==> config.mk <==
export PLATFORM = sky130hd
export DESIGN_NAME = image_cell_engine
export DESIGN_NICKNAME = d
export VERILOG_FILES = /design/src/rtl/image_cell_engine.sv
export SDC_FILE = /design/constraint.sdc
export NUM_CORES = 2
export LEC_CHECK = 0
export CAP_MARGIN = 15
export CORE_AREA = 10 10 442 444
export CTS_CLUSTER_DIAMETER = 200
export DETAILED_ROUTE_END_ITERATION = 7
export DIE_AREA = 0 0 452 454
export GPL_TIMING_DRIVEN = 0
export MAX_ROUTING_LAYER = met4
export PLACE_DENSITY = 0.68
export SYNTH_ARGS = -nofsm -noshare
export SYNTH_HDL_FRONTEND = slang
export SYNTH_SLANG_ARGS = --single-unit
==> constraint.sdc <==
create_clock -name clk -period 41.5 [get_ports clk]
set_input_delay 8.3 -clock clk [delete_from_list [all_inputs] [get_ports clk]]
set_output_delay 8.3 -clock clk [all_outputs]
set_load 0.05 [all_outputs]
==> src/rtl/image_cell_engine.sv <==
// Per-channel pixel arithmetic engine: accepts two N x N pixel cells and an opcode, then
// processes LANES pixels per clock over BEATS cycles before presenting the result cell.
module image_cell_engine #(
  parameter int unsigned N        = 4,
  parameter int unsigned CHAN_W   = 8,
  parameter int unsigned CHANNELS = 3,
  parameter int unsigned LANES    = 4
) (
  input  logic                               clk,
  input  logic                               reset,
  input  logic                               in_valid,
  output logic                               in_ready,
  input  logic [2:0]                         opcode,
  input  logic [N*N*CHAN_W*CHANNELS-1:0]     cell_a,
  input  logic [N*N*CHAN_W*CHANNELS-1:0]     cell_b,
  output logic                               out_valid,
  input  logic                               out_ready,
  output logic [N*N*CHAN_W*CHANNELS-1:0]     result,
  output logic                               sat,
  output logic                               err
);

  localparam int unsigned PIX_W  = CHAN_W * CHANNELS;
  localparam int unsigned CELL_W = N * N * PIX_W;
  localparam int unsigned BEATS  = (N * N) / LANES;
  localparam int unsigned BEAT_W = (BEATS > 1) ? $clog2(BEATS) : 1;

  localparam logic [2:0] OpAdd = 3'd0;
  localparam logic [2:0] OpSub = 3'd1;
  localparam logic [2:0] OpAvg = 3'd2;
  localparam logic [2:0] OpMax = 3'd3;
  localparam logic [2:0] OpMin = 3'd4;

  if ((N * N) % LANES != 0) begin : g_bad_lanes
    $error("image_cell_engine: N*N must be a multiple of LANES");
  end

  typedef enum logic [1:0] {StIdle, StBusy, StDone} state_e;

  state_e              state_q, state_d;
  logic [BEAT_W-1:0]   beat_q, beat_d;
  logic [2:0]          op_q, op_d;
  logic [CELL_W-1:0]   a_q, a_d;
  logic [CELL_W-1:0]   b_q, b_d;
  logic [CELL_W-1:0]   res_q, res_d;
  logic                sat_q, sat_d;
  logic                err_q, err_d;

  logic [CHAN_W-1:0]   ch_a, ch_b, ch_r;
  logic [CHAN_W:0]     ch_sum;
  logic                ch_sat;
  int unsigned         pix_idx;

  always_ff @(posedge clk or posedge reset) begin
    if (reset) begin
      state_q <= StIdle;
      beat_q  <= '0;
      op_q    <= '0;
      a_q     <= '0;
      b_q     <= '0;
      res_q   <= '0;
      sat_q   <= 1'b0;
      err_q   <= 1'b0;
    end else begin
      state_q <= state_d;
      beat_q  <= beat_d;
      op_q    <= op_d;
      a_q     <= a_d;
      b_q     <= b_d;
      res_q   <= res_d;
      sat_q   <= sat_d;
      err_q   <= err_d;
    end
  end

  always_comb begin
    state_d   = state_q;
    beat_d    = beat_q;
    op_d      = op_q;
    a_d       = a_q;
    b_d       = b_q;
    res_d     = res_q;
    sat_d     = sat_q;
    err_d     = err_q;
    in_ready  = 1'b0;
    out_valid = 1'b0;
    ch_a      = '0;
    ch_b      = '0;
    ch_r      = '0;
    ch_sum    = '0;
    ch_sat    = 1'b0;
    pix_idx   = 0;

    unique case (state_q)
      StIdle: begin
        in_ready = 1'b1;
        if (in_valid) begin
          state_d = StBusy;
          beat_d  = '0;
          op_d    = opcode;
          a_d     = cell_a;
          b_d     = cell_b;
          sat_d   = 1'b0;
          err_d   = (opcode > OpMin);
        end
      end

      StBusy: begin
        for (int unsigned l = 0; l < LANES; l++) begin
          pix_idx = 32'(beat_q) * LANES + l;
          for (int unsigned c = 0; c < CHANNELS; c++) begin
            ch_a   = a_q[pix_idx*PIX_W + c*CHAN_W +: CHAN_W];
            ch_b   = b_q[pix_idx*PIX_W + c*CHAN_W +: CHAN_W];
            ch_sum = {1'b0, ch_a} + {1'b0, ch_b};
            ch_sat = 1'b0;
            case (op_q)
              OpAdd: begin
                ch_sat = ch_sum[CHAN_W];
                ch_r   = ch_sat ? '1 : ch_sum[CHAN_W-1:0];
              end
              OpSub: begin
                ch_sat = (ch_a < ch_b);
                ch_r   = ch_sat ? '0 : ch_a - ch_b;
              end
              OpAvg:   ch_r = ch_sum[CHAN_W:1];
              OpMax:   ch_r = (ch_a > ch_b) ? ch_a : ch_b;
              OpMin:   ch_r = (ch_a < ch_b) ? ch_a : ch_b;
              default: ch_r = '0;
            endcase
            res_d[pix_idx*PIX_W + c*CHAN_W +: CHAN_W] = ch_r;
            sat_d = sat_d | ch_sat;
          end
        end
        if (beat_q == BEAT_W'(BEATS - 1)) begin
          beat_d  = '0;
          state_d = StDone;
        end else begin
          beat_d = beat_q + BEAT_W'(1);
        end
      end

      StDone: begin
        out_valid = 1'b1;
        if (out_ready) begin
          state_d = StIdle;
        end
      end

      default: state_d = StIdle;
    endcase
  end

  assign result = res_q;
  assign sat    = sat_q;
  assign err    = err_q;

endmodule

* Yosys cells after proc, flatten, opt, wreduce, memory -nomap -nowiden
Cells that the tools add are included.
** Word-level totals
- Register bits after elaboration :: 1161
- Latch bits :: 0
- Bits in writable memories :: 0
- ROM bits :: 0
- Bits of input ports :: 775
- Output and inout port bits :: 388
- Word-level logic and storage cells :: 280
- Memories :: 0
** Operators by class
- Add/sub/neg operators :: 48
- Multiply operators :: 4
- Divide/modulo/power cells :: 0
- $lt $le $gt $ge :: 25
- Equal/unequal tests :: 10
- Shift operators :: 48
- Mux-type cells :: 119
- Bitwise operators :: 12
- Reductions and logical operators :: 6
** Operators by type and width (number)
- 384-bit by 33-bit variable part select with 8-bit output :: 24
- 384-bit bitwise mux :: 12
- 8-bit by 34-bit variable shift with 384-bit output, first input constant :: 12
- 8-bit by 34-bit variable part select with 384-bit output :: 12
- 8-bit two-way mux :: 60
- 8-bit one-hot mux with 5 select lines :: 12
- 32-bit negation with 34-bit output :: 8
- 32-bit by 4-bit adder with 32-bit output, second input constant :: 4
- 8-bit by 8-bit adder with 9-bit output :: 12
- 11-bit negation with 34-bit output :: 3
- 8-bit > comparator :: 12
- 8-bit < comparator :: 12
- 8-bit subtractor :: 12
- 10-bit negation with 34-bit output :: 1
- 10-bit by 5-bit adder with 11-bit output, second input constant :: 3
- 1-bit one-hot mux with 2 select lines :: 13
- 5-bit by 2-bit multiplier with 7-bit output, second input constant :: 3
- 1-bit two-way mux :: 15
- 1-bit OR :: 12
- 4-bit by 2-bit adder with 5-bit output, second input constant :: 2
- 9-bit by 5-bit adder with 10-bit output, second input constant :: 1
- 2-bit two-way mux :: 5
- 3-bit by 2-bit equality test with 1-bit output, second input constant :: 2
- 2-bit != test, second input constant :: 3
- other kinds (15) :: 17

* Depth between registers and ports, before layout
- Depth after elaboration :: 19
- Depth in mapped cells :: 28
- Gate-level depth less buffers :: 19

* Least setup slack after synthesis
Ideal clock, no wire load.
- Path kind :: input to register
- Start point :: input port in_valid
- End point :: register a_q[341]
- Setup time :: 0.125 ns
- Arrival time :: 9.680 ns
- Data required time :: 41.375 ns
- Path slack :: 31.696 ns
- Cell stages on the path :: 6
- Buffers on the path :: 3
- Cell sequence :: nand2b_1 or2_2 clkbuf_1 clkbuf_1 clkbuf_1 mux2_2
** On the way
- Cells in the longest elaborated chain, start to end :: 1
** RTL lines
- from (decl) :: RTL line 11 : input logic in_valid,
- 2-bit AND reduction (no source line)
- to (signal assigned) :: RTL line 59 : a_q <= '0;
- to (signal assigned) :: RTL line 68 : a_q <= a_d;
- to (decl) :: RTL line 43 : logic [CELL_W-1:0] a_q, a_d;
Every way passes these cells.
A chain may end at the register's enable or synchronous reset.

* Worst setup path in the final report
- Start point :: register beat_q[1]
- End point :: register res_q[228], in the netlist result[228]
** On the way
- Cells in the longest elaborated chain, start to end :: 19
- Elaborated cells between the ends (all ways) :: 207
- Classes of those cells :: add/sub (47); mul (4); order compare (24); shift (48); mux (84)
** RTL lines
- from (decl) :: RTL line 41 : logic [BEAT_W-1:0] beat_q, beat_d;
- from (signal assigned) :: RTL line 66 : beat_q <= beat_d;
- branches (longest 18 deep; another with 32-bit by 4-bit adder with 32-bit output)
- 384-bit bitwise mux (*) :: RTL line 130 : res_d[pix_idx*PIX_W + c*CHAN_W +: CHAN_W] = ch_r;
- to (signal assigned) :: RTL line 70 : res_q <= res_d;
- to (decl) :: RTL line 45 : logic [CELL_W-1:0] res_q, res_d;
Mark *: on every way between the ends. The select of a mux whose other input is x is not followed.

==> flow_summary_export.csv <==
group,metric,value,unit
layout,fill_cells,17300,
cts,cts_sinks,1161,
timing,rsz0062_at_grt,"false",
timing,worstMarginPinSlew,1.42,ns
synth,synth_top_area_share,43.0,%
layout,multi_input_area,0.0360,mm2
drt,wl,431,mm
timing,finalClockSkew,0.0470,ns
synth,synth_edf_count,0,
run_status,status,"completed",
cts,htree_levels,4,
setup_path,cp_slowest_cell,"dfrtp_1",
setup_path,critPathMaxFanout,13,
setup_path,worst_setup_path_start_kind,"register",
synth,synthesis.nets,6886,
cts,hold_buffers,0,
timing,fin_crit_sh,31.9,%
synth,syn-instance-count,5885,
cts,cts_tree,"yes",
layout,post-route-util,47.4,%
drt,wl_per_cell,43.5,um
flow_run,drv_cap,0,
synth,ys_ff_latch,1161,
timing,tns,0,ns
synth,ys_types,106,
drt,vias,64507,
timing,slew_viol_final,0,
cts,cts_setup_buffers,0,
setup_path,crit_top_cell,"buf_2",
grt,grt_use_total,41.4,%
setup_path,path_buf_inv,11,
layout,regArea,0.0291,mm2
timing,fmax,75.5,MHz
timing,setup_violations,0,
synth,synth_most_common_cell,"dfrtp_1",
synth,yosysTopAreaCell,"dfrtp_1",
grt,grt_overflow,0,
drt,ant_nets,0,
grt,grt_pass1_wl,563,mm
grt,grt_max_degree,136,
drt,drc,0,
placed_design,dp_hpwl,346,mm
floorplan,core,0.187,mm2
setup_path,arrival,13.94,ns
synth,yosys_warnings,0,
cts,path_clk_slew,0.06,ns
floorplan,die_width,452,um
floorplan,fp.dieH,454,um
synth,synthTopCellsByCount,"dfrtp_1 (1,161), mux2_2 (793), nor2_1 (425)",
layout,layout.nets,8260,
cts,clk-insertion-delay-late,0.87,ns
setup_path,required,42.20,ns
synth,async_flop_share,100,%
cts,clock_path_buffers,3,
drt,dr.first_iter.drc_count,9907,
floorplan,pin_count,1163,
placed_design,placed_area,0.0835,mm2
placed_design,io_buffer_count,1162,
timing,slew-limit-headroom,5.50,%
grt,grt_pass1_vias,63325,
timing,whs,0.477,ns
synth,ys.flop_type,"dfrtp_1",
worst_hold_path,holdCritPathClass,"reg -> reg",
drt,drt-pass1-iter-count,7,
cts,root_buffer,"clkbuf_16",
timing,hold_viol,0,
floorplan,rows,159,
grt,antenna_found_initial,49,
layout,drive_above_1_share,22.0,%
synth,syn_area,0.0676,mm2
layout,syn2layout_area_growth,30.8,%
layout,postLayoutCellArea,0.0884,mm2
cts,cts_buffers,134,
floorplan,start_util,36.2,%
setup_path,cp_top_family,"buffers and inverters",
setup_path,worstSetupPathType,"reg -> reg",
floorplan,dieArea,0.205,mm2
synth,synthTopCellsByArea,"dfrtp_1 (43%), mux2_2 (13%), mux4_2 (10%)",
setup_path,critPathMaxStageDelay,1.03,ns
cts,cts_resized,0,
synth,syn_area_per_cell,11.5,um2
drt,via_per_inst,6.51,
placed_design,routabilityCongestion,1.07,
timing,post-route-min-period,13.24,ns
setup_path,endpoint_kind,"register",
synth,yosysSeqAreaShare,43.0,%
==> cell families after synthesis <==
family | count (synthesis) | synth area share, %
adder cells (fa/ha/maj) | 226 | 4.45
XOR/XNOR | 108 | 1.40
AND/OR/NAND/NOR | 1267 | 8.51
multiplexers | 1234 | 25.5
buffers and inverters | 615 | 3.96
AO/OA/AOI/OAI | 1274 | 13.3
flip-flops | 1161 | 43.0
==> tightest hold or removal path, stage by stage (launching register included) <==
cell and delay (ns):
dfrtp_1 0.34, nand2_1 0.04, o21ai_0 0.06
==> state kept, by name, summed over array words and instances, names as in the netlist <==
register and count:
result 384, sat 1, beat_q 2, op_q 3
a_q 384, state_q 2, err 1, b_q 384
==> cell usage in the layout, fill, tap and decap left out, drive strengths merged, types with 42 or more instances in the layout <==
cell type / netlist / routed
clkbuf: 283 / 486
nor2: 427 / 427
xnor2: 79 / 79
buf: 120 / 193
a22o: 91 / 91
mux2: 796 / 796
inv: 209 / 218
ha: 202 / 202
a21oi: 217 / 217
nor3: 107 / 107
o21ai: 299 / 299
mux2i: 130 / 130
diode: 0 / 47
mux4: 308 / 308
clkdlybuf4s50: 0 / 1162
nand3: 63 / 63
o22ai: 55 / 55
o211ai: 42 / 42
a221oi: 95 / 95
nand2: 413 / 413
dfrtp: 1161 / 1161
a22oi: 56 / 56
==> metal layers <==
layer / global-route usage (%) / part of all wire (%) / vias up
met1: 48.0 / 36 / 32672
li1: - / - / 24821
met2: 61.2 / 44 / 5467
met5: - / 0 / -
met4: 28.3 / 8.9 / 0
met3: 13.2 / 12 / 1547
==> stage by stage <==
| step | cells | setup slack, ns |
|---|---|---|
| 6_report | 9911 | 28.26 |
| 5_1_grt | 9893 | 28.67 |
| 4_1_cts | 9856 | 28.99 |
| 3_5_place_dp | 9610 | 29.02 |
| 3_3_place_gp | 9542 | -13.60 |
| 2_1_floorplan | 5885 | 0.499 |
==> cell type report <==
| type | instances | area share, % |
|---|---|---|
| Clock buffer | 200 | 4.53 |
| Antenna cell | 47 | 0.133 |
| Sequential cell | 1161 | 32.9 |
| Multi-Input combinational cell | 4109 | 40.7 |
| Inverter | 212 | 0.914 |
| Tap cell | 2495 | 3.53 |
| Buffer | 403 | 2.16 |
| Timing Repair Buffer | 1238 | 14.4 |
| Clock inverter | 46 | 0.791 |
==> worst paths after layout <==
path	depth (start not counted)	endpoint	slack, ns	startpoint
max in group asynchronous	5	b_q[21]$_DFFE_PP0P_	31.25	reset
worst max register to register	25	result[228]$_DFFE_PP0P_	28.26	beat_q[1]$_DFFE_PP0P_
worst min-delay path	2	result[174]$_DFFE_PP0P_	0.48	result[174]$_DFFE_PP0P_
worst max-delay path	25	result[228]$_DFFE_PP0P_	28.26	beat_q[1]$_DFFE_PP0P_
min in group asynchronous	2	result[21]$_DFFE_PP0P_	7.95	reset
worst min register to register	2	result[174]$_DFFE_PP0P_	0.48	result[174]$_DFFE_PP0P_
Power is not shown: default switching activity piles up to over one toggle a cycle in this logic, so the estimate is an artifact.
